`src/rtl/alu_arbiter.sv`:
```
// Two-port arbiter sharing one ALU datapath, with a one-entry tagged response buffer.
// Define ALU_ARB_RR_EN for a round-robin tie-break; otherwise port 0 always wins ties.

module alu_arbiter_alu #(
  parameter int W = 32
) (
  input  logic [W-1:0] a,
  input  logic [W-1:0] b,
  input  logic [3:0]   op,
  input  logic [4:0]   shamt,
  output logic [W-1:0] c,
  output logic         zero
);
  localparam logic [3:0] ALU_NOP  = 4'd0;
  localparam logic [3:0] ALU_ADD  = 4'd1;
  localparam logic [3:0] ALU_SUB  = 4'd2;
  localparam logic [3:0] ALU_AND  = 4'd3;
  localparam logic [3:0] ALU_OR   = 4'd4;
  localparam logic [3:0] ALU_SLT  = 4'd5;
  localparam logic [3:0] ALU_SLTU = 4'd6;
  localparam logic [3:0] ALU_NOR  = 4'd7;
  localparam logic [3:0] ALU_SLL  = 4'd8;
  localparam logic [3:0] ALU_SRL  = 4'd9;
  localparam logic [3:0] ALU_SRA  = 4'd10;
  localparam logic [3:0] ALU_LUI  = 4'd11;
  localparam logic [3:0] ALU_SLLV = 4'd12;

  always_comb begin
    // NOTE: assigning a default before the case keeps every path driven, so no latch is inferred.
    c = a;
    case (op)
      ALU_NOP:  c = a;
      ALU_ADD:  c = a + b;
      ALU_SUB:  c = a - b;
      ALU_AND:  c = a & b;
      ALU_OR:   c = a | b;
      ALU_SLT:  c = {{(W-1){1'b0}}, ($signed(a) < $signed(b))};
      ALU_SLTU: c = {{(W-1){1'b0}}, (a < b)};
      ALU_NOR:  c = ~(a | b);
      ALU_SLL:  c = b << shamt;
      ALU_SRL:  c = b >> shamt;
      ALU_SRA:  c = $unsigned($signed(b) >>> shamt);
      ALU_LUI:  c = b << 16;
      ALU_SLLV: c = b << a[4:0];
      default:  c = a;
    endcase
    zero = (c == '0);
  end
endmodule

module alu_arbiter #(
  parameter int W = 32
) (
  input  logic         clk,
  input  logic         rstn,
  input  logic         req0_valid,
  input  logic         req1_valid,
  output logic         req0_ready,
  output logic         req1_ready,
  input  logic [W-1:0] req0_a,
  input  logic [W-1:0] req0_b,
  input  logic [W-1:0] req1_a,
  input  logic [W-1:0] req1_b,
  input  logic [3:0]   req0_op,
  input  logic [3:0]   req1_op,
  input  logic [4:0]   req0_shamt,
  input  logic [4:0]   req1_shamt,
  output logic         rsp_valid,
  output logic         rsp_port,
  output logic [W-1:0] rsp_c,
  output logic         rsp_zero,
  input  logic         rsp0_ready,
  input  logic         rsp1_ready,
  output logic         busy
);
  typedef enum logic {EMPTY = 1'b0, FULL = 1'b1} buf_state_t;

  buf_state_t     state, state_next;
  logic           drain, can_accept, any_valid, accept, grant;
  logic [W-1:0]   alu_a, alu_b, alu_c;
  logic [3:0]     alu_op;
  logic [4:0]     alu_shamt;
  logic           alu_zero;

`ifdef ALU_ARB_RR_EN
  logic last;
`endif

  assign rsp_valid  = (state == FULL);
  assign drain      = rsp_valid & (rsp_port ? rsp1_ready : rsp0_ready);
  assign can_accept = (state == EMPTY) | drain;
  assign any_valid  = req0_valid | req1_valid;
  // Readies are masked while reset is asserted so no handshake completes in the reset cycle.
  assign accept     = rstn & can_accept & any_valid;
  assign req0_ready = accept & ~grant;
  assign req1_ready = accept &  grant;
  assign busy       = rsp_valid & ~drain;

  always_comb begin
    grant = 1'b0;
    if (req0_valid && req1_valid) begin
`ifdef ALU_ARB_RR_EN
      grant = ~last;
`else
      grant = 1'b0;
`endif
    end else if (req1_valid) begin
      grant = 1'b1;
    end
  end

  assign alu_a     = grant ? req1_a     : req0_a;
  assign alu_b     = grant ? req1_b     : req0_b;
  assign alu_op    = grant ? req1_op    : req0_op;
  assign alu_shamt = grant ? req1_shamt : req0_shamt;

  alu_arbiter_alu #(.W(W)) u_alu (
    .a     (alu_a),
    .b     (alu_b),
    .op    (alu_op),
    .shamt (alu_shamt),
    .c     (alu_c),
    .zero  (alu_zero)
  );

  always_comb begin
    state_next = state;
    case (state)
      EMPTY:   if (accept) state_next = FULL;
      FULL:    if (!accept && drain) state_next = EMPTY;
      default: state_next = EMPTY;
    endcase
  end

  // NOTE: sequential state uses non-blocking assignments so every register samples pre-edge values.
  always_ff @(posedge clk or negedge rstn) begin
    if (!rstn) state <= EMPTY;
    else       state <= state_next;
  end

  // NOTE: the payload registers are reset because their reset values are visible on the outputs.
  always_ff @(posedge clk or negedge rstn) begin
    if (!rstn) begin
      rsp_port <= 1'b0;
      rsp_c    <= '0;
      rsp_zero <= 1'b0;
    end else if (accept) begin
      rsp_port <= grant;
      rsp_c    <= alu_c;
      rsp_zero <= alu_zero;
    end
  end

`ifdef ALU_ARB_RR_EN
  // Pointer moves only on an accepted request; a drain alone leaves it alone.
  always_ff @(posedge clk or negedge rstn) begin
    if (!rstn)       last <= 1'b1;
    else if (accept) last <= grant;
  end
`endif
endmodule
```
`config.mk`:
```
export PLATFORM = sky130hd
export DESIGN_NAME = alu_arbiter
export DESIGN_NICKNAME = d
export VERILOG_FILES = /design/src/rtl/alu_arbiter.sv
export SDC_FILE = /design/constraint.sdc
export NUM_CORES = 1
export LEC_CHECK = 0
export CORE_UTILIZATION = 45
export DETAILED_ROUTE_END_ITERATION = 8
export GPL_ROUTABILITY_DRIVEN = 1
export PLACE_DENSITY = 0.7
export SLEW_MARGIN = 20
export SYNTH_ARGS = -nofsm -noshare
export SYNTH_HDL_FRONTEND = slang
export SYNTH_SLANG_ARGS = --single-unit
```
`constraint.sdc`:
```
create_clock -name clk -period 2.19 [get_ports clk]
set_input_delay 0.438 -clock clk [delete_from_list [all_inputs] [get_ports clk]]
set_output_delay 0.438 -clock clk [all_outputs]
set_load 0.005 [all_outputs]
```
==> impl_metrics.tcl, run 1 <==
set metrics [dict create \
    die_x_um 175 \
    gp_congestion 1.33 \
    ys_types 106 \
    yosys_warnings 0 \
    dpl_cell_area_um2 21800 \
    grt_remaining_overflow 495 \
    haltStage "global routing (5_1_grt)" \
    grt_max_degree 37 \
    clock-root-buffer "clkbuf_16" \
    syn-instance-count 1967 \
    synth_area_um2 13400 \
    seq_area_frac_synth_pct 6.52 \
    port_buffers 189 \
    syn_area_per_cell_um2 6.83 \
    clk_path_buf_depth 2 \
    ios 190 \
    synth_flop_cell "dfrtp_1" \
    place_inst 3226 \
    async_flop_share_pct 100 \
    syn_nets 2216 \
    cts_buffers 5 \
    repair-timing-grt-worst-ep "rsp_zero$_DFFE_PN0P_/D" \
    worst-ep-kind "sequential cell input" \
    rows 62 \
    initial_core_util_pct 46.3 \
    synth_seq_cells 35 \
    fp.dieH_um 175 \
    dp_hpwl_um 67300 \
    cts.sinks 35 \
    cts-htree-levels 2 \
    postCtsHoldBufs 0 \
    outcome "aborted with a tool error" \
    synth-edff-count 0 \
    tool.error "[ERROR GRT-0232] Routing congestion too high. Check the congestion heatmap in the GUI." \
    grt.total_usage_pct 83.8 \
]
[through the flow]
step                      utilization (%)  hold slack, ps  TNS [ps]  setup slack (ps)
after CTS                            81.6             261    -52580             -2410
after global placement               75.1             464    -82970             -3540
after detailed placement             75.1             478    -86530             -3530
after floorplan                         -             142    -53880             -2640
[layer usage]
metal	track usage [%]	GRT overflow
met5	48.1	2
met4	84.4	162
met3	72.7	25
met2	97.8	284
met1	82.1	22
[repair_timing]
item                       4_1_cts
pin swaps                       90
buffers inserted                63
cloned                           2
resized for setup              281
setup endpoints to repair       35
[cell usage after synthesis, types with 12 or more instances]
cell	n	area share [%]
nand2_1	266	7.4
mux2_2	36	3.0
o211ai_1	34	1.9
o221ai_1	16	1.0
o22ai_1	35	1.6
nor2b_1	15	0.70
a32oi_1	12	0.78
mux2i_1	134	10
o21ai_0	119	4.4
o2111ai_1	15	0.98
a221oi_1	24	1.6
o31ai_1	14	0.78
a22oi_1	17	0.95
nand2b_1	12	0.56
and3_1	16	0.74
buf_2	41	1.5
nor3_1	52	1.9
nor4_1	20	0.93
o32ai_1	16	1.0
xnor2_1	31	2.0
nor2_1	172	4.8
ha_1	95	8.8
a21oi_1	158	5.9
nand4_1	17	0.79
dfrtp_1	35	6.5
inv_1	98	2.7
a31oi_1	19	0.88
a211oi_1	35	2.0
a21o_1	17	0.95
o21ai_1	16	0.60
buf_1	15	0.42
buf_4	16	0.89
o21a_1	12	0.67
clkbuf_1	61	1.7
nand3_1	64	2.4
[kinds of logic after synthesis]
| logic type | count (synthesis) | share of synthesized area (%) |
|---|---|---|
| flops | 35 | 6.52 |
| fa+ha+maj | 97 | 9.14 |
| xor+xnor | 36 | 2.35 |
| mux | 188 | 15.8 |
| buf+inv | 240 | 7.92 |
| compound gates | 677 | 34.4 |
| simple gates | 694 | 23.9 |
==> run 2: changes to the inputs <==
--- a/config.mk
+++ b/config.mk
@@ -5,10 +5,10 @@
 export SDC_FILE = /design/constraint.sdc
 export NUM_CORES = 1
 export LEC_CHECK = 0
-export CORE_UTILIZATION = 45
+export CORE_UTILIZATION = 30
 export DETAILED_ROUTE_END_ITERATION = 8
 export GPL_ROUTABILITY_DRIVEN = 1
-export PLACE_DENSITY = 0.7
+export PLACE_DENSITY_LB_ADDON = 0.15
 export SLEW_MARGIN = 20
 export SYNTH_ARGS = -nofsm -noshare
 export SYNTH_HDL_FRONTEND = slang
==> constraint.sdc (replaced) <==
create_clock -name clk -period 2.8 [get_ports clk]
set_input_delay 0.56 -clock clk [delete_from_list [all_inputs] [get_ports clk]]
set_output_delay 0.56 -clock clk [all_outputs]
set_load 0.005 [all_outputs]
==> impl_metrics.tcl, run 2 <==
set metrics [dict create \
    path_max_fanout 5 \
    die_x_um 214 \
    final_cell_mix "936 x buf_4, 238 x nand2_1, 178 x clkdlybuf4s50_1" \
    wire_per_inst_um 28.1 \
    synth_area_leader_cell "mux2i_1" \
    clkPwrFrac_pct 5.9 \
    ys_types 106 \
    vias 21900 \
    fin_skew_ps 6.69 \
    ys_top_cells_by_count "266 x nand2_1, 172 x nor2_1, 158 x a21oi_1" \
    cp_data_arrival_time_ps 4950 \
    postCtsHoldBufs 0 \
    violations "setup timing" \
    post-route-drc-count 0 \
    clkLatencyLatePin_ps 290 \
    dr.pass1.iters 9 \
    crit_path_start_kind "input pin" \
    fmax_ghz 0.210 \
    fin_ws_ps -1970 \
    syn_nets 2216 \
    rows 77 \
    drt_iter0_markers 2617 \
    ios 190 \
    fin_area_um2 26700 \
    clock-root-buffer "clkbuf_16" \
    multi_input_area_um2 13800 \
    tritoncts "yes" \
    critPathSlowestCell "o41a_1" \
    required_ps 2990 \
    hold_path_class "input pin to asynchronous set/reset pin" \
    fp.dieH_um 214 \
    met1_length_um 42000 \
    maxSlewViolCount 0 \
    syn-instance-count 1967 \
    grt_pass1_wl_um 144000 \
    synth.top_cell.area_share_pct 9.98 \
    cts_buffers 5 \
    path_class "input pin to flip-flop" \
    wl_met2_um 45100 \
    nFillCells 4063 \
    layout-drive-gt1-share_pct 47.6 \
    wl_met3_um 9180 \
    grt_max_degree 37 \
    p_leak_nw 12.1 \
    clk_path_buf_depth 2 \
    seq_area_frac_synth_pct 6.52 \
    relSlewSlack_pct 38.2 \
    final_common_cell "buf_4" \
    power_density_nw_per_um2 364 \
    regArea_um2 876 \
    tightest_slew_ps 921 \
    seqPwrFrac_pct 8.1 \
    dpl_cell_area_um2 23000 \
    coreArea_um2 44200 \
    async_flop_share_pct 100 \
    port_buffers 189 \
    synth_seq_cells 35 \
    synth-edff-count 0 \
    wl_um 103000 \
    grt_pass1_vias 21300 \
    p_int_mw 5.12 \
    grt_remaining_overflow 0 \
    endpoint_kind "flip-flop" \
    ir_worst_vdd_mv 0.357 \
    rsz0062_at_grt "true" \
    cts-htree-levels 2 \
    fin_crit_ps 4770 \
    initial_core_util_pct 30.4 \
    synth_area_leaders "mux2i_1 10%, ha_1 8.8%, nand2_1 7.4%" \
    antenna_found_initial 2 \
    path_cells "buf_8 -> buf_4 -> and2b_4 -> buf_8 -> mux2i_4 -> inv_2 -> ha_4 -> buf_4 -> nor4_4 -> nand2_2 -> nor4_4 -> nor4b_4 -> o41a_1 -> buf_6 -> buf_12 -> o31ai_4 -> a2111oi_4 -> o21bai_4 -> buf_6 -> o21ai_2 -> a22o_1 -> o2111a_1 -> nand4_1 -> o41ai_2" \
    power_frac_comb_pct 86.1 \
    slowest_delay_ps 450 \
    power.switching_mw 4.59 \
    fp.dieArea_um2 45700 \
    outcome "finished with violations" \
    largest_register "rsp_c" \
    grt.total_usage_pct 43.8 \
    largest_register_ffs 32 \
    hold_viol_final 0 \
    fin_nets 3334 \
    syn_to_final_growth_pct 98.3 \
    critPathBufInv 8 \
    syn_area_per_cell_um2 6.83 \
    antenna_left 0 \
    post_drt_via_cell_ratio 5.94 \
    setup_violations 33 \
    synth_area_um2 13400 \
    topRoutingLayerUsed "met5" \
    yosys_warnings 0 \
    total_power_mw 9.71 \
    maxCapViolations 0 \
    clk_pin_slew_worst_paths_ps 60 \
    post-place-ws_ps -3430 \
    cts.sinks 35 \
    crit_family "compound AO/OA/AOI/OAI gates" \
    timing.final.crit_share_pct 170 \
    p_sw_share_pct 47.3 \
    gp_congestion 1.11 \
    post-synth-top-count-cell "nand2_1" \
    dp_hpwl_um 84500 \
    synth_flop_cell "dfrtp_1" \
]
-- run 2: cell type report --
class | instances | area share (%)
timing repair buffer | 1250 | 40.1
sequential | 35 | 3.29
clock inverter | 3 | 0.0939
multi-input combinational | 1693 | 51.8
tap | 592 | 2.78
clock buffer | 5 | 0.469
inverter | 100 | 1.44
antenna | 1 | 0.00939
-- run 2: path summary, 6_finish.rpt --
path,from,to,slack (ps),cells after the start
setup / recovery,req0_valid,rsp_zero,-1970,24
hold / removal,rstn,rsp_port,330,2
setup reg to reg,rsp_port,rsp_zero,210,11
hold reg to reg,rsp_c[8],rsp_c[8],480,2
max in group asynchronous,rstn,rsp_zero,2100,2
min in group clk,rsp_c[8],rsp_c[8],480,2
-- run 2: kinds of logic after synthesis --
kind of cell	Yosys count	share of synthesized area (%)
buffers and inverters	240	7.92
AO/OA/AOI/OAI	677	34.4
flip-flops	35	6.52
AND/OR/NAND/NOR	694	23.9
adder cells (fa/ha/maj)	97	9.14
XOR/XNOR	36	2.35
multiplexers	188	15.8
-- run 2: worst reg2reg max path, delay by kind of cell, from the launching register on --
kind | cells | cell delay, ps
compound gates | 4 | 760
flops | 1 | 400
mux | 1 | 130
simple gates | 6 | 1190
-- run 2: what timing repair did --
action                                  4_1_cts  5_1_grt
buffers inserted                             93       66
cloned                                        3        0
resized for setup                           351      194
endpoints found under the setup margin       34       34
pin swaps                                   112      104
endpoints found under the hold margin         0        0
-- run 2: metal layers --
metal  vias to the layer above  track usage, %
li1                       9651               -
met1                     10600            56.3
met2                      1321            69.6
met3                       319            7.56
met4                         2            23.5
met5                         -               0
-- run 2: metrics by stage --
stage                     util (%)  TNS [ps]  std cells  hold slack, ps
after floorplan                  -    -37780       1967             264
after global placement        51.9    -75050       3538             462
after detailed placement      51.9    -75670       3538             471
after CTS                     57.5    -39760       3629             349
after global routing          60.3    -44020       3679             374
final                         60.3    -41800       3679             331
-- run 2: power groups by stage --
stage / Clock [mW] / Sequential, mW / Combinational (mW)
after floorplan: 0 / 0.778 / 2.79
final: 0.569 / 0.782 / 8.36
after global placement: 0 / 0.781 / 6.79
after global routing: 0.605 / 0.799 / 8.67
after detailed placement: 0 / 0.787 / 6.79
after CTS: 0.577 / 0.780 / 7.68
(Power assumes the default switching activity.)
